===== src/rtl/frame_check_if.sv =====
// Receive-side stream bundle: raw GTP words in, byte-aligned words out.
interface frame_check_if;
    logic        rx_valid;
    logic [15:0] rx_data;
    logic [1:0]  rx_is_k;
    logic [15:0] aligned_data;
    logic [1:0]  aligned_is_k;
    logic        aligned_valid;
    logic        frame_start;

    modport master (
        output rx_valid, rx_data, rx_is_k,
        input  aligned_data, aligned_is_k, aligned_valid, frame_start
    );

    modport slave (
        input  rx_valid, rx_data, rx_is_k,
        output aligned_data, aligned_is_k, aligned_valid, frame_start
    );
endinterface


===== src/rtl/frame_check.sv =====
// SFP test-frame checker: aligns the GTP stream to the K28.5K28.5 comma on either
// byte phase, verifies 4-word frames, tracks link lock and keeps saturating counters.
//
// state  | meaning
// HUNT   | searching both byte lanes for the comma word
// VERIFY | comma found, confirming LOCK_FRAMES good frames
// LOCKED | link up, byte phase frozen, counting good and bad frames
module frame_check #(
    parameter logic [15:0] COMMA         = 16'hBCBC,
    parameter logic [15:0] PAYLOAD0      = 16'h5854,
    parameter logic [15:0] PAYLOAD1      = 16'h4034,
    parameter logic [15:0] PAYLOAD2      = 16'h23A7,
    parameter int          LOCK_FRAMES   = 4,
    parameter int          UNLOCK_FRAMES = 3,
    parameter int          CNT_W         = 16
) (
    input  logic             clk,
    input  logic             reset,
    frame_check_if.slave     rx,
    input  logic             clr_cnt,
    output logic             locked,
    output logic             byte_swap,
    output logic [CNT_W-1:0] err_cnt,
    output logic [CNT_W-1:0] frame_cnt
);
    localparam int GOOD_W = $clog2(LOCK_FRAMES + 1);
    localparam int BAD_W  = $clog2(UNLOCK_FRAMES + 1);

    typedef enum logic [1:0] {HUNT = 2'd0, VERIFY = 2'd1, LOCKED = 2'd2} state_t;

    state_t            state, state_nx;
    logic [1:0]        idx, idx_nx;
    logic [GOOD_W-1:0] good, good_nx;
    logic [BAD_W-1:0]  bad, bad_nx;
    logic              frame_bad, frame_bad_nx;
    logic              swap_nx, locked_nx, err_inc, frame_inc;
    logic [7:0]        prev_hi;
    logic              prev_hi_k;
    logic [15:0]       lane_b_data, sel_data, exp_data;
    logic [1:0]        lane_b_k, sel_k, exp_k;
    logic              word_ok, hit_a, hit_b;

    // Only the upper byte of the previous word is needed to build the shifted lane.
    assign lane_b_data = {rx.rx_data[7:0], prev_hi};
    assign lane_b_k    = {rx.rx_is_k[0], prev_hi_k};
    assign sel_data    = byte_swap ? lane_b_data : rx.rx_data;
    assign sel_k       = byte_swap ? lane_b_k : rx.rx_is_k;

    always_comb begin
        exp_data = COMMA;
        case (idx)
            2'd1:    exp_data = PAYLOAD0;
            2'd2:    exp_data = PAYLOAD1;
            2'd3:    exp_data = PAYLOAD2;
            default: exp_data = COMMA;
        endcase
    end

    assign exp_k   = (idx == 2'd0) ? 2'b11 : 2'b00;
    assign word_ok = (sel_data == exp_data) && (sel_k == exp_k);
    assign hit_a   = (rx.rx_data == COMMA) && (rx.rx_is_k == 2'b11);
    assign hit_b   = (lane_b_data == COMMA) && (lane_b_k == 2'b11);

    assign rx.aligned_valid = (state == LOCKED);

    always_comb begin
        state_nx     = state;
        idx_nx       = idx;
        good_nx      = good;
        bad_nx       = bad;
        frame_bad_nx = frame_bad;
        swap_nx      = byte_swap;
        locked_nx    = locked;
        err_inc      = 1'b0;
        frame_inc    = 1'b0;
        if (!rx.rx_valid) begin
            state_nx     = HUNT;
            locked_nx    = 1'b0;
            idx_nx       = 2'd0;
            good_nx      = '0;
            bad_nx       = '0;
            frame_bad_nx = 1'b0;
        end else begin
            case (state)
                HUNT: begin
                    if (hit_a || hit_b) begin
                        swap_nx  = !hit_a;
                        idx_nx   = 2'd1;
                        good_nx  = GOOD_W'(1);
                        state_nx = VERIFY;
                    end
                end
                VERIFY: begin
                    if (!word_ok) begin
                        err_inc  = 1'b1;
                        state_nx = HUNT;
                        idx_nx   = 2'd0;
                        good_nx  = '0;
                    end else begin
                        idx_nx = idx + 2'd1;
                        if (idx == 2'd3) begin
                            if (good == GOOD_W'(LOCK_FRAMES)) begin
                                state_nx     = LOCKED;
                                locked_nx    = 1'b1;
                                bad_nx       = '0;
                                frame_bad_nx = 1'b0;
                            end else begin
                                good_nx = good + GOOD_W'(1);
                            end
                        end
                    end
                end
                LOCKED: begin
                    idx_nx  = idx + 2'd1;
                    err_inc = !word_ok;
                    if (idx == 2'd3) begin
                        frame_bad_nx = 1'b0;
                        if (frame_bad || !word_ok) begin
                            if (bad == BAD_W'(UNLOCK_FRAMES - 1)) begin
                                state_nx  = HUNT;
                                locked_nx = 1'b0;
                                idx_nx    = 2'd0;
                                good_nx   = '0;
                                bad_nx    = '0;
                            end else begin
                                bad_nx = bad + BAD_W'(1);
                            end
                        end else begin
                            bad_nx    = '0;
                            frame_inc = 1'b1;
                        end
                    end else if (!word_ok) begin
                        frame_bad_nx = 1'b1;
                    end
                end
                default: state_nx = HUNT;
            endcase
        end
    end

    always_ff @(posedge clk or posedge reset) begin
        if (reset) begin
            state           <= HUNT;
            idx             <= 2'd0;
            good            <= '0;
            bad             <= '0;
            frame_bad       <= 1'b0;
            byte_swap       <= 1'b0;
            locked          <= 1'b0;
            prev_hi         <= 8'd0;
            prev_hi_k       <= 1'b0;
            err_cnt         <= '0;
            frame_cnt       <= '0;
            rx.aligned_data <= 16'd0;
            rx.aligned_is_k <= 2'b00;
            rx.frame_start  <= 1'b0;
        end else begin
            state           <= state_nx;
            idx             <= idx_nx;
            good            <= good_nx;
            bad             <= bad_nx;
            frame_bad       <= frame_bad_nx;
            byte_swap       <= swap_nx;
            locked          <= locked_nx;
            prev_hi         <= rx.rx_data[15:8];
            prev_hi_k       <= rx.rx_is_k[1];
            rx.aligned_data <= sel_data;
            rx.aligned_is_k <= sel_k;
            rx.frame_start  <= (state == LOCKED) && (idx == 2'd0);
            // Clear wins over a same-cycle increment.
            if (clr_cnt)
                err_cnt <= '0;
            else if (err_inc && (err_cnt != '1))
                err_cnt <= err_cnt + CNT_W'(1);
            if (clr_cnt)
                frame_cnt <= '0;
            else if (frame_inc && (frame_cnt != '1))
                frame_cnt <= frame_cnt + CNT_W'(1);
        end
    end
endmodule

===== src/flat_wrapper.sv =====
// flat-port wrapper written by rule: the top's interface ports become plain ports
module frame_check_flat 
#(
    parameter logic [15:0] COMMA         = 16'hBCBC,
    parameter logic [15:0] PAYLOAD0      = 16'h5854,
    parameter logic [15:0] PAYLOAD1      = 16'h4034,
    parameter logic [15:0] PAYLOAD2      = 16'h23A7,
    parameter int          LOCK_FRAMES   = 4,
    parameter int          UNLOCK_FRAMES = 3,
    parameter int          CNT_W         = 16
)
  (clk, reset, clr_cnt, locked, byte_swap, err_cnt, frame_cnt, rx_rx_valid, rx_rx_data, rx_rx_is_k, rx_aligned_data, rx_aligned_is_k, rx_aligned_valid, rx_frame_start);
  frame_check_if rx_i ();
  input  logic clk;
  input  logic reset;
  input  logic clr_cnt;
  output logic locked;
  output logic byte_swap;
  output logic [CNT_W-1:0] err_cnt;
  output logic [CNT_W-1:0] frame_cnt;
  input wire logic [$bits(rx_i.rx_valid)-1:0] rx_rx_valid;
  input wire logic [$bits(rx_i.rx_data)-1:0] rx_rx_data;
  input wire logic [$bits(rx_i.rx_is_k)-1:0] rx_rx_is_k;
  output wire logic [$bits(rx_i.aligned_data)-1:0] rx_aligned_data;
  output wire logic [$bits(rx_i.aligned_is_k)-1:0] rx_aligned_is_k;
  output wire logic [$bits(rx_i.aligned_valid)-1:0] rx_aligned_valid;
  output wire logic [$bits(rx_i.frame_start)-1:0] rx_frame_start;
  assign rx_i.rx_valid = rx_rx_valid;
  assign rx_i.rx_data = rx_rx_data;
  assign rx_i.rx_is_k = rx_rx_is_k;
  assign rx_aligned_data = rx_i.aligned_data;
  assign rx_aligned_is_k = rx_i.aligned_is_k;
  assign rx_aligned_valid = rx_i.aligned_valid;
  assign rx_frame_start = rx_i.frame_start;
  frame_check #(.COMMA(COMMA), .PAYLOAD0(PAYLOAD0), .PAYLOAD1(PAYLOAD1), .PAYLOAD2(PAYLOAD2), .LOCK_FRAMES(LOCK_FRAMES), .UNLOCK_FRAMES(UNLOCK_FRAMES), .CNT_W(CNT_W)) u_core (.clk(clk), .reset(reset), .rx(rx_i), .clr_cnt(clr_cnt), .locked(locked), .byte_swap(byte_swap), .err_cnt(err_cnt), .frame_cnt(frame_cnt));
endmodule

===== config.mk =====
export PLATFORM = sky130hd
export DESIGN_NAME = frame_check_flat
export DESIGN_NICKNAME = d
export VERILOG_FILES = /design/src/rtl/frame_check_if.sv /design/src/rtl/frame_check.sv /design/src/flat_wrapper.sv
export SDC_FILE = /design/constraint.sdc
export NUM_CORES = 1
export LEC_CHECK = 0
export BUFFER_PORTS_ARGS = -buffer_cell sky130_fd_sc_hd__buf_2
export CAP_MARGIN = 20
export CORE_MARGIN = 5
export CORE_UTILIZATION = 50
export DETAILED_ROUTE_END_ITERATION = 6
export HOLD_SLACK_MARGIN = 0.15
export MAX_ROUTING_LAYER = met4
export PLACE_DENSITY_LB_ADDON = 0.2
export SYNTH_ARGS = -nofsm -noshare
export SYNTH_HDL_FRONTEND = slang
export SYNTH_SLANG_ARGS = --single-unit

===== constraint.sdc =====
create_clock -name clk -period 3 [get_ports clk]
set_input_delay 0.3 -clock clk [delete_from_list [all_inputs] [get_ports clk]]
set_output_delay 0.3 -clock clk [all_outputs]
set_load 0.01 [all_outputs]

# After elaboration in Yosys (flattened, before gate mapping)
# Cells that the tools add are included.
# classes
add_sub_neg	5
eq_ne	28
muxes	62
n_reduce_logical	21
# op_table
cell	count
$mux W16	5
$pmux W16 S3	1
$mux W2	22
$add A16 B1 Y16 const B	2
$eq A16 B16 Y1 const B	2
$ne A16 B16 Y1 const B	2
$mux W3	8
$ne A3 B2 Y1 const B	7
$mux W1	19
$eq A16 B16 Y1	1
$ne A4 B4 Y1 const B	4
$reduce_and A7 Y1	2
$eq A2 B2 Y1 const B	6
$pmux W2 S3	2
$reduce_and A5 Y1	2
$pmux W3 S3	1
$logic_and A1 B1 Y1	6
$pmux W1 S2	3
$reduce_and A6 Y1	1
$add A2 B1 Y2 const B	2
$eq A2 B1 Y1 const B	2
$logic_not A2 Y1	2
$ne A4 B1 Y1 const B	1
$pmux W2 S2	1
9 further kinds	12
# word_totals
register_bits	72
output_inout_bits	54

# Logic depth before layout (Yosys ltp)
# Gate-level depths: netlist of the first run.
# logic_depth
ltp_word	13
ltp_mapped	12

# Least setup slack after synthesis of the first run
# Ideal clock, no wire load.
# synth_timing
kind	reg2reg
start	register u_core.idx[0]
end	register u_core.bad[1]
setup_time_ps	83
arrival_ps	2769
t_required_ps	2917
slack_ps	148
stages_incl_launch_ff	10
path_cell_list	dfrtp_1 > ha_1 > buf_2 > mux4_2 > nand4bb_1 > nor4b_1 > nor4b_4 > nand2_1 > a2111o_1 > o22ai_1
# synth_via
elab_chain_len	10
elab_cells_between_ends	19
# synth_rtl
item	line	rtl
start: declaration	frame_check.sv:32	logic [1:0] idx, idx_nx;
start signal: assignment	frame_check.sv:159	idx <= idx_nx;
$eq A2 B2 Y1 (tied with other cells)	frame_check.sv:51, frame_check.sv:101, frame_check.sv:116	
$pmux W16 S3 or $mux W2 (tied branches)	frame_check.sv:51, frame_check.sv:59	
$eq A16 B16 Y1 or $eq A2 B2 Y1 (tied branches)	frame_check.sv:60	assign word_ok = (sel_data == exp_data) && (sel_k == exp_k);
$logic_and A1 B1 Y1	frame_check.sv:60	
$logic_not A1 Y1	-	
$logic_or A1 B1 Y1	frame_check.sv:118	if (frame_bad || !word_ok) begin
$mux W2	frame_check.sv:118	
$mux W2	frame_check.sv:116	if (idx == 2'd3) begin
$pmux W2 S2	frame_check.sv:84	case (state)
$mux W2	frame_check.sv:76	if (!rx.rx_valid) begin
end signal: assignment	frame_check.sv:161	bad <= bad_nx;
end: declaration	frame_check.sv:34	logic [BAD_W-1:0] bad, bad_nx;
# Several ways; a longest one is shown, not always the timed one. The select of a mux whose other input is x is not followed.
# A chain may end at the register's enable or synchronous reset.

# Final worst setup path of the first run
# layout_timing
start	input port rx_rx_data[9]
end	register u_core.good[2]
# layout_via
elab_chain_len	7
elab_cells_between_ends	16
# layout_rtl
item	line	rtl
start: declaration	flat_wrapper.sv:22	input wire logic [$bits(rx_i.rx_data)-1:0] rx_rx_data;
$mux W16	frame_check.sv:46	assign sel_data = byte_swap ? lane_b_data : rx.rx_data;
$eq A16 B16 Y1	frame_check.sv:60	
$logic_and A1 B1 Y1	frame_check.sv:60	
$logic_not A1 Y1	-	
$logic_or A1 B1 Y1	frame_check.sv:118	
$ne A3 B2 Y1 (no line)	-	
$reduce_and A7 Y1 (no line)	-	
end signal: assignment	frame_check.sv:160	good <= good_nx;
end: declaration	frame_check.sv:33	logic [GOOD_W-1:0] good, good_nx;
# Several ways; a longest one is shown, not always the timed one.

==> results.md, run 1 <==
- Die height: 99.8 µm
- Pwr Density: 439 nW/µm²
- Top-count cell post-synth: dfrtp_1
- Die width: 99.8 µm
- Fillers: 658
- Post-Syn Nets: 446
- TritonCTS clock tree: yes
- Core area: 7810 µm²
- Post-synth EDFFs: 0
- Worst-path maximum fanout: 6
- DRT Wirelength: 9850 µm
- Fin cells: 612
- Worst-path clk slew: 0.08 ns
- I/O pin cnt: 76
- Crit start category: input port
- RSZ-0062 raised after global routing: false
- Vias: 3448
- # port buffers: 75
- Post-DP HPWL: 6920 µm
- Critical Path AT: 3.05 ns
- CTS sink cnt: 72
- Synth Flop Type: dfrtp_1
- Storage element area: 1800 µm²
- Tcrit/Tclk final: 0.941
- Die Footprint: 9960 µm²
- Post-synth cell types: 62
- Top post-synthesis cells by count: dfrtp_1, nor2_1, nand2_1
- Peak VDD IR: 0.292 mV
- Starting DRT DRC Count: 194
- Post-synthesis cell count: 411
- Synth Cell Area: 4030 µm²
- Overall routing resource usage: 0.212
- # setup viols final: 0
- Post-synth top area share: 0.447
- # diodes: 0
- CP endpoint kind: register
- Nets: 540
- Area occupied by multi-input gates: 2090 µm²
- Cell taking the most area after synthesis: dfrtp_1
- Pre-antenna DRT Iters: 4
- Worst hold path class: input port to asynchronous set/reset pin
- Synth Register Bits: 72
- Global-route wire length before repair: 16700 µm
- Ranking of synthesized cells by area: dfrtp_1, mux2_2, ha_1, nor2_1, xor2_1
- Final hold violation count: 0
- Run status: finished, final reports clean
- Ys async rst share: 1.00
- Kind of critical path: input port to register
- Final max-slew violation count: 0
- H-tree Lvls: 3
- Placed Instances: 586
- Initial antenna violation count: 0
- Register area share after synthesis: 0.447
- Share of cells above drive strength 1: 0.284
- Clk_lat worst skew: 0.34 ns
- Vias in the first global route: 3506
- TritonCTS buffer count: 9
- GR Overflow Total: 0
- GP Congestion: 0.868
- P_leak: 2.25 nW
- Slew HR: 0.404
- Largest net degree at the start of global routing: 73
- Max_cap viols: 0
- Num rows: 32
- Req. time, crit path: 3.23 ns
- Avg WL per Cell: 16.1 µm
- Yosys warns: 0
- Clock root cell: clkbuf_8
- Layout area overhead: 22.3%
- Post-route ant nets: 0
- Clock buffer depth: 2
- Initial Util: 0.516
- Sum Neg Setup Slack: 0 ns
- Max frequency: 354 MHz
- Avg Inst Size Synth: 9.81 µm²
- Actual slew at the worst max-slew pin: 0.893 ns
- Vias per std cell: 5.63
- DRC violations left: 0
- Layout Skew: 0.0101 ns
- Period minus WS final: 2.82 ns
## cell families after synthesis
family / share of synthesized area
buffers and inverters: 0.0407
xor gates and xnor gates: 0.0565
muxes: 0.0667
adders and majority gates: 0.0403
AOI/OAI and AO/OA: 0.102
DFF: 0.447
and+or+nand+nor: 0.246
## layer usage
layer	vias up	share of wire	GRT usage
li1	1659	-	-
met1	1667	0.44	0.280
met2	107	0.48	0.327
met3	15	0.051	0.0417
met4	0	0.021	0.0756
met5	-	0	-
## through the flow
step | total power [mW] | worst slack [ns] | hold WS [ns] | utilization | area, µm²
after floorplan | 1.21 | 0.148 | 0.331 | - | 4030
after global placement | 1.31 | 0.0835 | 0.445 | 0.586 | 4580
after detailed placement | 1.31 | 0.00450 | 0.455 | 0.586 | 4580
after CTS | 2.18 | 0.00843 | 0.248 | 0.627 | 4890
after global routing | 2.27 | 0.0233 | 0.253 | 0.631 | 4930
final | 2.16 | 0.178 | 0.206 | 0.631 | 4930
## cell usage in the layout, fill, tap and decap left out, drive strengths merged, types with 3 or more instances in the layout
cell	synthesis	final
buf	4	91
dfrtp	72	72
nor2	41	41
nand2	35	35
nand3	22	22
inv	22	22
o21ai	19	19
mux2	16	16
xor2	15	15
a21oi	14	14
ha	13	13
nor4	12	12
xnor2	11	11
nand4	11	11
clkbuf	13	11
or3	10	10
dlygate4sd3	0	9
nor2b	7	7
nor3	7	7
or4	5	5
mux2i	5	5
a21o	4	4
nand4b	4	4
and3	3	3
and2	3	3
a31oi	3	3
## state kept, by name, indices dropped and copies added (netlist names)
name / count
u_core.state: 2
u_core.err_cnt: 16
u_core.rx.aligned_data: 16
u_core.bad: 2
u_core.frame_bad: 1
u_core.prev_hi_k: 1
u_core.rx.aligned_is_k: 2
u_core.rx.frame_start: 1
u_core.frame_cnt: 16
u_core.prev_hi: 8
u_core.good: 3
u_core.locked: 1
u_core.idx: 2
u_core.byte_swap: 1
## final timing paths
path / startpoint / endpoint / slack, ns / cells after the start
min: reset / u_core.rx.aligned_data[14] / 0.21 / 3
min reg2reg: u_core.bad[0] / u_core.bad[0] / 0.47 / 1
max reg2reg: u_core.idx[0] / u_core.frame_cnt[5] / 0.20 / 10
min in group clk: rx_rx_data[1] / u_core.rx.aligned_data[9] / 0.27 / 2
max in group asynchronous: reset / u_core.idx[0] / 2.14 / 3
max: rx_rx_data[9] / u_core.good[2] / 0.18 / 10
## critical path: stages
cell	delay, ns
dlygate4sd3_1	0.56
buf_2	0.16
nand4b_1	0.16
or4b_2	0.69
a21oi_2	0.26
o21ai_0	0.13
a32oi_1	0.24
o21a_1	0.25
o21ai_0	0.11
a21o_1	0.18
## report_power, final
part	internal [mW]	switching [mW]	leakage, nW
Combinational	0.114	0.180	1.21
Clock	0.490	0.361	0.106
Sequential	0.998	0.0196	0.937
Total	1.60	0.561	2.25
## final cells by class
cell class | count | area share
multi-input combinational | 300 | 0.425
sequential | 72 | 0.366
timing repair buffer | 100 | 0.121
clock buffer | 11 | 0.0287
tap | 102 | 0.0259
inverter | 22 | 0.0168
clock inverter | 5 | 0.0162
## what timing repair did
item	in CTS	in global routing
gates resized for setup	1	7
hold endpoints to repair	9	0
buffers inserted	0	1
setup endpoints to repair	2	18
pin swaps	0	2
hold buffers	9	0
Power figures use the tool's default switching activity.
==> run 2: changes to the inputs <==
--- a/config.mk
+++ b/config.mk
@@ -12,7 +12,7 @@
 export DETAILED_ROUTE_END_ITERATION = 6
 export HOLD_SLACK_MARGIN = 0.15
 export MAX_ROUTING_LAYER = met4
-export PLACE_DENSITY_LB_ADDON = 0.2
+export PLACE_DENSITY = 0.76
 export SYNTH_ARGS = -nofsm -noshare
 export SYNTH_HDL_FRONTEND = slang
 export SYNTH_SLANG_ARGS = --single-unit
==> run 2 against run 1 <==
Compared with the run above: global-route usage shrank 0.067 points; utilization grew 1.3 points; critical path depth is the same; flip-flop and latch count is the same; sequential power is essentially flat; combinational power grew 6%.
==> results.md, run 2 (synthesis results as in run 1) <==
- Int Power: 1.53 mW (-4.5%)
- Die Footprint: 9960 µm² (unchanged)
- GR Overflow Total: 0 (unchanged)
- RSZ-0062 raised after global routing: true
- Tcrit/Tclk final: 0.960 (+0.0192)
- Met1 Resource Use GR: 0.271 (-0.00922)
- Worst-path clk slew: 0.08 ns (about the same)
- Commonest non-fill, non-tap cells in the layout: buf_2, dfrtp_1, nor2_1
- Global-route wire length before repair: 16600 µm (-0.37%)
- Post-route ant nets: 0 (unchanged)
- Grt met3 use: 0.0535 (+0.0118)
- Final Cell Area: 5030 µm² (+2.0%)
- Placed Instances: 591 (+0.85%)
- Clock root cell: clkbuf_8
- Initial Util: 0.516 (unchanged)
- Worst hold path class: input port to register
- GP Congestion: 0.972 (+12%)
- Fin cells: 624 (+2.0%)
- Final max-slew violation count: 0 (unchanged)
- I/O pin cnt: 76 (unchanged)
- CP endpoint kind: register
- P_leak: 2.33 nW (+3.5%)
- # diodes: 0 (unchanged)
- Initial antenna violation count: 0 (unchanged)
- Largest net degree at the start of global routing: 44 (-40%)
- DRT Wirelength: 10200 µm (+4.0%)
- H-tree Lvls: 3 (unchanged)
- Slew HR: 0.577 (+0.173)
- Kind of critical path: register to register
- DRC violations left: 0 (unchanged)
- Vias per std cell: 5.73 (+1.7%)
- # setup viols final: 0 (unchanged)
- GR Layer Usage met2: 0.340 (+0.0123)
- Final hold violation count: 0 (unchanged)
- # port buffers: 75 (unchanged)
- Pwr Density: 422 nW/µm² (-3.9%)
- Peak VDD IR: 0.225 mV (-23%)
- Crit start category: register
- Die width: 99.8 µm (unchanged)
- Avg WL per Cell: 16.4 µm (+2.0%)
- Layout area overhead: 24.7%
- Clock buffer depth: 2 (unchanged)
- Worst-path maximum fanout: 8 (+2)
- Overall routing resource usage: 0.212 (-0.000674)
- Pre-antenna DRT Iters: 5 (+1)
- Die height: 99.8 µm (unchanged)
- TritonCTS buffer count: 9 (unchanged)
- Post-DP HPWL: 7120 µm (+2.9%)
- Core area: 7810 µm² (unchanged)
- Critical Path AT: 3.16 ns (+0.11 ns)
- Most common cell after layout, fill and taps aside: buf_2
- Top flop regs: u_core.err_cnt: 16 flops, u_core.frame_cnt: 16 flops, u_core.rx.aligned_data: 16 flops
- Starting DRT DRC Count: 227 (+17%)
- Nets: 552 (+2.2%)
- Gr busiest metal: met2
- Max frequency: 347 MHz (-2.0%)
- Clk_lat worst skew: 0.35 ns (about the same)
- Run status: finished, final reports clean
- Seq pwr share: 0.480 (+0.010)
- Sw frac: 0.279 (+0.0192)
- Num rows: 32 (unchanged)
- Period minus WS final: 2.88 ns (+0.0575 ns)
- TritonCTS clock tree: yes
- Share of total power in the clock network: 0.373 (-0.020)
- Layout Skew: 0.0159 ns (+0.00584 ns)
- Comb power frac: 0.147 (+0.011)
- Max_cap viols: 0 (unchanged)
- Share of cells above drive strength 1: 0.305 (+0.0203)
- Vias: 3577 (+3.7%)
- Psw: 0.591 mW (+5.3%)
- Placed cell areas: 4620 µm² (+0.82%)
- Req. time, crit path: 3.28 ns (+0.05 ns)
- Vias in the first global route: 3494 (-0.34%)
- CTS sink cnt: 72 (unchanged)
- Fillers: 653 (-0.76%)
- Actual slew at the worst max-slew pin: 0.633 ns (-0.260 ns)
==> run 2: cell type report <==
| type | count | area (µm²) | share of cell area |
|---|---|---|---|
| Clock buffer | 10 | 138 | 0.0274 |
| Clock inverter | 6 | 67.6 | 0.0134 |
| Inverter | 22 | 82.6 | 0.0164 |
| Multi-Input combinational cell | 300 | 2120 | 0.422 |
| Sequential cell | 72 | 1800 | 0.359 |
| Tap cell | 102 | 128 | 0.0254 |
| Timing Repair Buffer | 112 | 688 | 0.137 |
==> run 2: power groups by stage <==
| stage | logic [mW] | clock network [mW] | registers [mW] |
|---|---|---|---|
| 6_report | 0.312 | 0.791 | 1.02 |
| 5_1_grt | 0.344 | 0.852 | 1.02 |
| 4_1_cts | 0.292 | 0.811 | 1.02 |
| 3_5_place_dp | 0.278 | 0 | 1.04 |
| 3_3_place_gp | 0.275 | 0 | 1.04 |
| 2_1_floorplan | 0.175 | 0 | 1.04 |
==> run 2: worst max-delay path, cell delays in order, from the launching register on <==
cell and delay, ns:
dfrtp_2 0.44, inv_1 0.09, ha_4 0.33, inv_1 0.07, xnor2_1 0.13, a221o_1 0.32, nor4_4 0.43, nand4b_4 0.17
or3_4 0.37, or3_1 0.32, a21oi_1 0.14
==> run 2: what timing repair did <==
| item | in CTS | in global routing |
|---|---|---|
| endpoints found under the hold margin | 38 | 0 |
| setup buffers | 0 | 7 |
| gates resized for setup | 0 | 12 |
| setup endpoints to repair | 0 | 22 |
| hold buffers | 10 | 0 |
==> run 2: metrics by stage <==
stage                util  setup TNS (ns)  worst slack, ns  hold slack [ns]  power [mW]
finish              0.644               0            0.120            0.261        2.12
detailed placement  0.591               0           0.0241            0.420        1.32
global placement    0.591               0           0.0839            0.420        1.31
floorplan               -               0            0.148            0.331        1.21
CTS                 0.630               0          0.00302            0.236        2.12
global route        0.644         -0.0600          -0.0245            0.266        2.22
==> run 2: path summary, 6_finish.rpt <==
kind / startpoint / end / slack (ns) / cells past startpoint
setup / recovery: u_core.idx[0] / u_core.frame_cnt[5] / 0.12 / 10
hold / removal: rx_rx_data[2] / u_core.rx.aligned_data[10] / 0.26 / 2
setup reg to reg: u_core.idx[0] / u_core.frame_cnt[5] / 0.12 / 10
hold reg to reg: u_core.bad[0] / u_core.bad[0] / 0.48 / 1
max in group asynchronous: reset / u_core.idx[0] / 1.76 / 4
min in group asynchronous: reset / u_core.rx.aligned_data[9] / 0.57 / 3
==> run 2: layer usage <==
metal / up-vias / share of wire
met2: 141 / 0.49
met3: 14 / 0.065
met5: - / 0
met1: 1743 / 0.43
met4: 0 / 0.0094
li1: 1679 / -
==> run 3: changes to the inputs <==
--- a/config.mk
+++ b/config.mk
@@ -13,6 +13,8 @@
 export HOLD_SLACK_MARGIN = 0.15
 export MAX_ROUTING_LAYER = met4
 export PLACE_DENSITY = 0.76
+export SETUP_SLACK_MARGIN = 0.2
+export SLEW_MARGIN = 25
 export SYNTH_ARGS = -nofsm -noshare
 export SYNTH_HDL_FRONTEND = slang
 export SYNTH_SLANG_ARGS = --single-unit
==> run 3 against run 2 <==
Compared with the run above: die area unchanged; global-route usage up 0.79 points; critical path depth down 1; largest cell class unchanged; clock power up 20%; combinational power up 7.4%; critical endpoint is now u_core.bad[1]; largest power group unchanged.
==> results.md, run 3 (synthesis results as in run 1) <==
- Run status: finished, final reports clean
- Tcrit/Tclk final: 0.958 (-0.00156)
- Req. time, crit path: 3.27 ns (about the same)
- Cell count of the worst reg-to-reg path: 9 (-1)
- Die height: 99.8 µm (unchanged)
- Clock root cell: clkbuf_8
- Slowest cell on crit path: a2111o_1
- Commonest non-fill, non-tap cells in the layout: buf_2, dfrtp_1, nor2_1
- Comb power frac: 0.145 (-0.002)
- Total power: 2.30 mW (+8.5%)
- Seq pwr share: 0.442 (-0.038)
- Min Hold Slack: 0.264 ns (+0.00273 ns)
- Pre-CTS setup slack: -0.0154 ns (-0.0396 ns)
- Critical Path AT: 3.15 ns (about the same)
- Global-route wire length before repair: 17200 µm (+3.6%)
- Slew HR: 0.585 (+0.00760)
- CP endpoint kind: register
- Clk_lat worst skew: 0.35 ns (about the same)
- Hold Path Depth: 2 (unchanged)
- Hold Path End: u_core.rx.aligned_data[9]
- # port buffers: 75 (unchanged)
- Die width: 99.8 µm (unchanged)
- Psw: 0.595 mW (+0.65%)
- Share of cells above drive strength 1: 0.338 (+0.0338)
- Crit start category: register
- Actual slew at the worst max-slew pin: 0.622 ns (-0.0105 ns)
- Clock buffer depth: 2 (unchanged)
- Num rows: 32 (unchanged)
- Worst-path clk slew: 0.08 ns (about the same)
- GR Overflow Total: 0 (unchanged)
- Worst-path maximum fanout: 4 (-4)
- Vias: 3558 (-0.53%)
- GP Congestion: 0.967 (-0.55%)
- RSZ-0062 raised after global routing: true
- Setup WS post-layout: 0.125 ns (+0.00469 ns)
- Min-delay src: rx_rx_data[1]
- CTS sink cnt: 72 (unchanged)
- DRC violations left: 0 (unchanged)
- Avg WL per Cell: 16.7 µm (+1.5%)
- Initial Util: 0.516 (unchanged)
- Fin cells: 631 (+1.1%)
- Core area: 7810 µm² (unchanged)
- Most common cell after layout, fill and taps aside: buf_2
- # diodes: 0 (unchanged)
- Final max-slew violation count: 0 (unchanged)
- Placed Instances: 588 (-0.51%)
- Vias per std cell: 5.64 (-1.6%)
- Vias in the first global route: 3652 (+4.5%)
- Starting DRT DRC Count: 273 (+20%)
- TritonCTS buffer count: 9 (unchanged)
- Metal2 WL: 5100 µm (+0.89%)
- TritonCTS clock tree: yes
- Peak per-stage delay on the critical path: 0.45 ns (about the same)
- Final hold violation count: 0 (unchanged)
- Wire length on met3: 719 µm (+8.0%)
- Top sig layer: met4
- Initial antenna violation count: 0 (unchanged)
- Placed cell areas: 4610 µm² (about the same)
- Final Cell Area: 5210 µm² (+3.6%)
- Die Footprint: 9960 µm² (unchanged)
- RR Startpoint: u_core.byte_swap
- DRT Wirelength: 10500 µm (+2.7%)
- Routed length on met1: 4500 µm (+1.7%)
- # setup viols final: 0 (unchanged)
- Period minus WS final: 2.87 ns (-0.00469 ns)
- Post-DP HPWL: 7170 µm (+0.68%)
- Layout Skew: 0.0102 ns (-0.00570 ns)
- Overall routing resource usage: 0.219 (+0.00788)
- Kind of critical path: register to register
- Pwr Density: 442 nW/µm² (+4.7%)
- Worst hold path class: input port to register
- Post-route ant nets: 0 (unchanged)
- Pre-antenna DRT Iters: 4 (-1)
- Sw frac: 0.258 (-0.0202)
- CP cell instances: buf_4, mux2_2, xor2_1, nand4bb_1, nor4b_2, nor4b_4, nand2_1, a2111o_1, o22ai_1
- Top flop regs: u_core.err_cnt: 16 flops, u_core.frame_cnt: 16 flops, u_core.rx.aligned_data: 16 flops
- I/O pin cnt: 76 (unchanged)
- Int Power: 1.71 mW (+12%)
- Share of total power in the clock network: 0.413 (+0.040)
- FF-to-FF End: u_core.bad[1]
- Peak VDD IR: 0.320 mV (+42%)
- Layout area overhead: 29.3%
- Max_cap viols: 0 (unchanged)
- H-tree Lvls: 3 (unchanged)
- R2R setup slack: 0.13 ns (about the same)
- Max frequency: 348 MHz (+0.16%)
- P_leak: 2.41 nW (+3.3%)
- Fillers: 613 (-6.1%)
- Largest net degree at the start of global routing: 45 (+2.3%)
- Nets: 559 (+1.3%)
==> run 3: how the worst max path moves through the flow <==
stage          cells past startpoint  slack [ns]             start             endpoint
2_1_floorplan                      8        0.19     u_core.idx[0]  u_core.frame_cnt[5]
3_3_place_gp                       8        0.04     u_core.idx[0]        u_core.bad[1]
3_5_place_dp                      11       -0.02     u_core.idx[0]  u_core.frame_cnt[5]
4_1_cts                            8        0.20     u_core.idx[1]        u_core.bad[1]
5_1_grt                           10        0.01  u_core.byte_swap        u_core.idx[0]
6_report                           9        0.13  u_core.byte_swap        u_core.bad[1]
==> run 3: what timing repair did <==
action                                  4_1_cts  5_1_grt
pin swaps                                     2        5
hold buffers                                 10        0
setup buffers                                 8        9
gates resized for setup                      11       20
hold endpoints to repair                     37        0
gates cloned                                  0        0
endpoints found under the setup margin       38       34
==> run 3: power groups by stage <==
stage | Combinational (mW) | Sequential, mW | Clock [mW]
floorplan | 0.176 | 1.04 | 0
global placement | 0.274 | 1.03 | 0
detailed placement | 0.282 | 1.04 | 0
CTS | 0.310 | 1.02 | 0.968
global route | 0.368 | 1.02 | 1.01
finish | 0.335 | 1.02 | 0.950
==> run 3: metal layers <==
| layer | track usage | vias to the layer above |
|---|---|---|
| met2 | 0.346 | 145 |
| met5 | - | - |
| met4 | 0.0725 | 0 |
| met1 | 0.280 | 1703 |
| li1 | - | 1683 |
| met3 | 0.0521 | 27 |
==> run 3: layout make-up <==
type	instances	area [µm²]	area share
Multi-Input combinational cell	300	2190	0.419
Sequential cell	72	1800	0.346
Timing Repair Buffer	119	763	0.146
Clock buffer	11	141	0.0271
Tap cell	102	128	0.0245
Clock inverter	5	104	0.0199
Inverter	22	85.1	0.0163
==> run 3: stage by stage <==
step / TNS (ns) / util
3_3_place_gp: 0 / 0.591
5_1_grt: 0 / 0.667
6_report: 0 / 0.667
3_5_place_dp: -0.0194 / 0.591
4_1_cts: 0 / 0.649
2_1_floorplan: 0 / -
==> run 3: worst max-delay path, delay by kind of cell, from the launching register on <==
family | cells | cell delay [ns]
AOI/OAI and AO/OA | 2 | 0.60
xor gates and xnor gates | 1 | 0.33
buffers and inverters | 1 | 0.15
DFF | 1 | 0.39
muxes | 1 | 0.37
and+or+nand+nor | 4 | 0.96
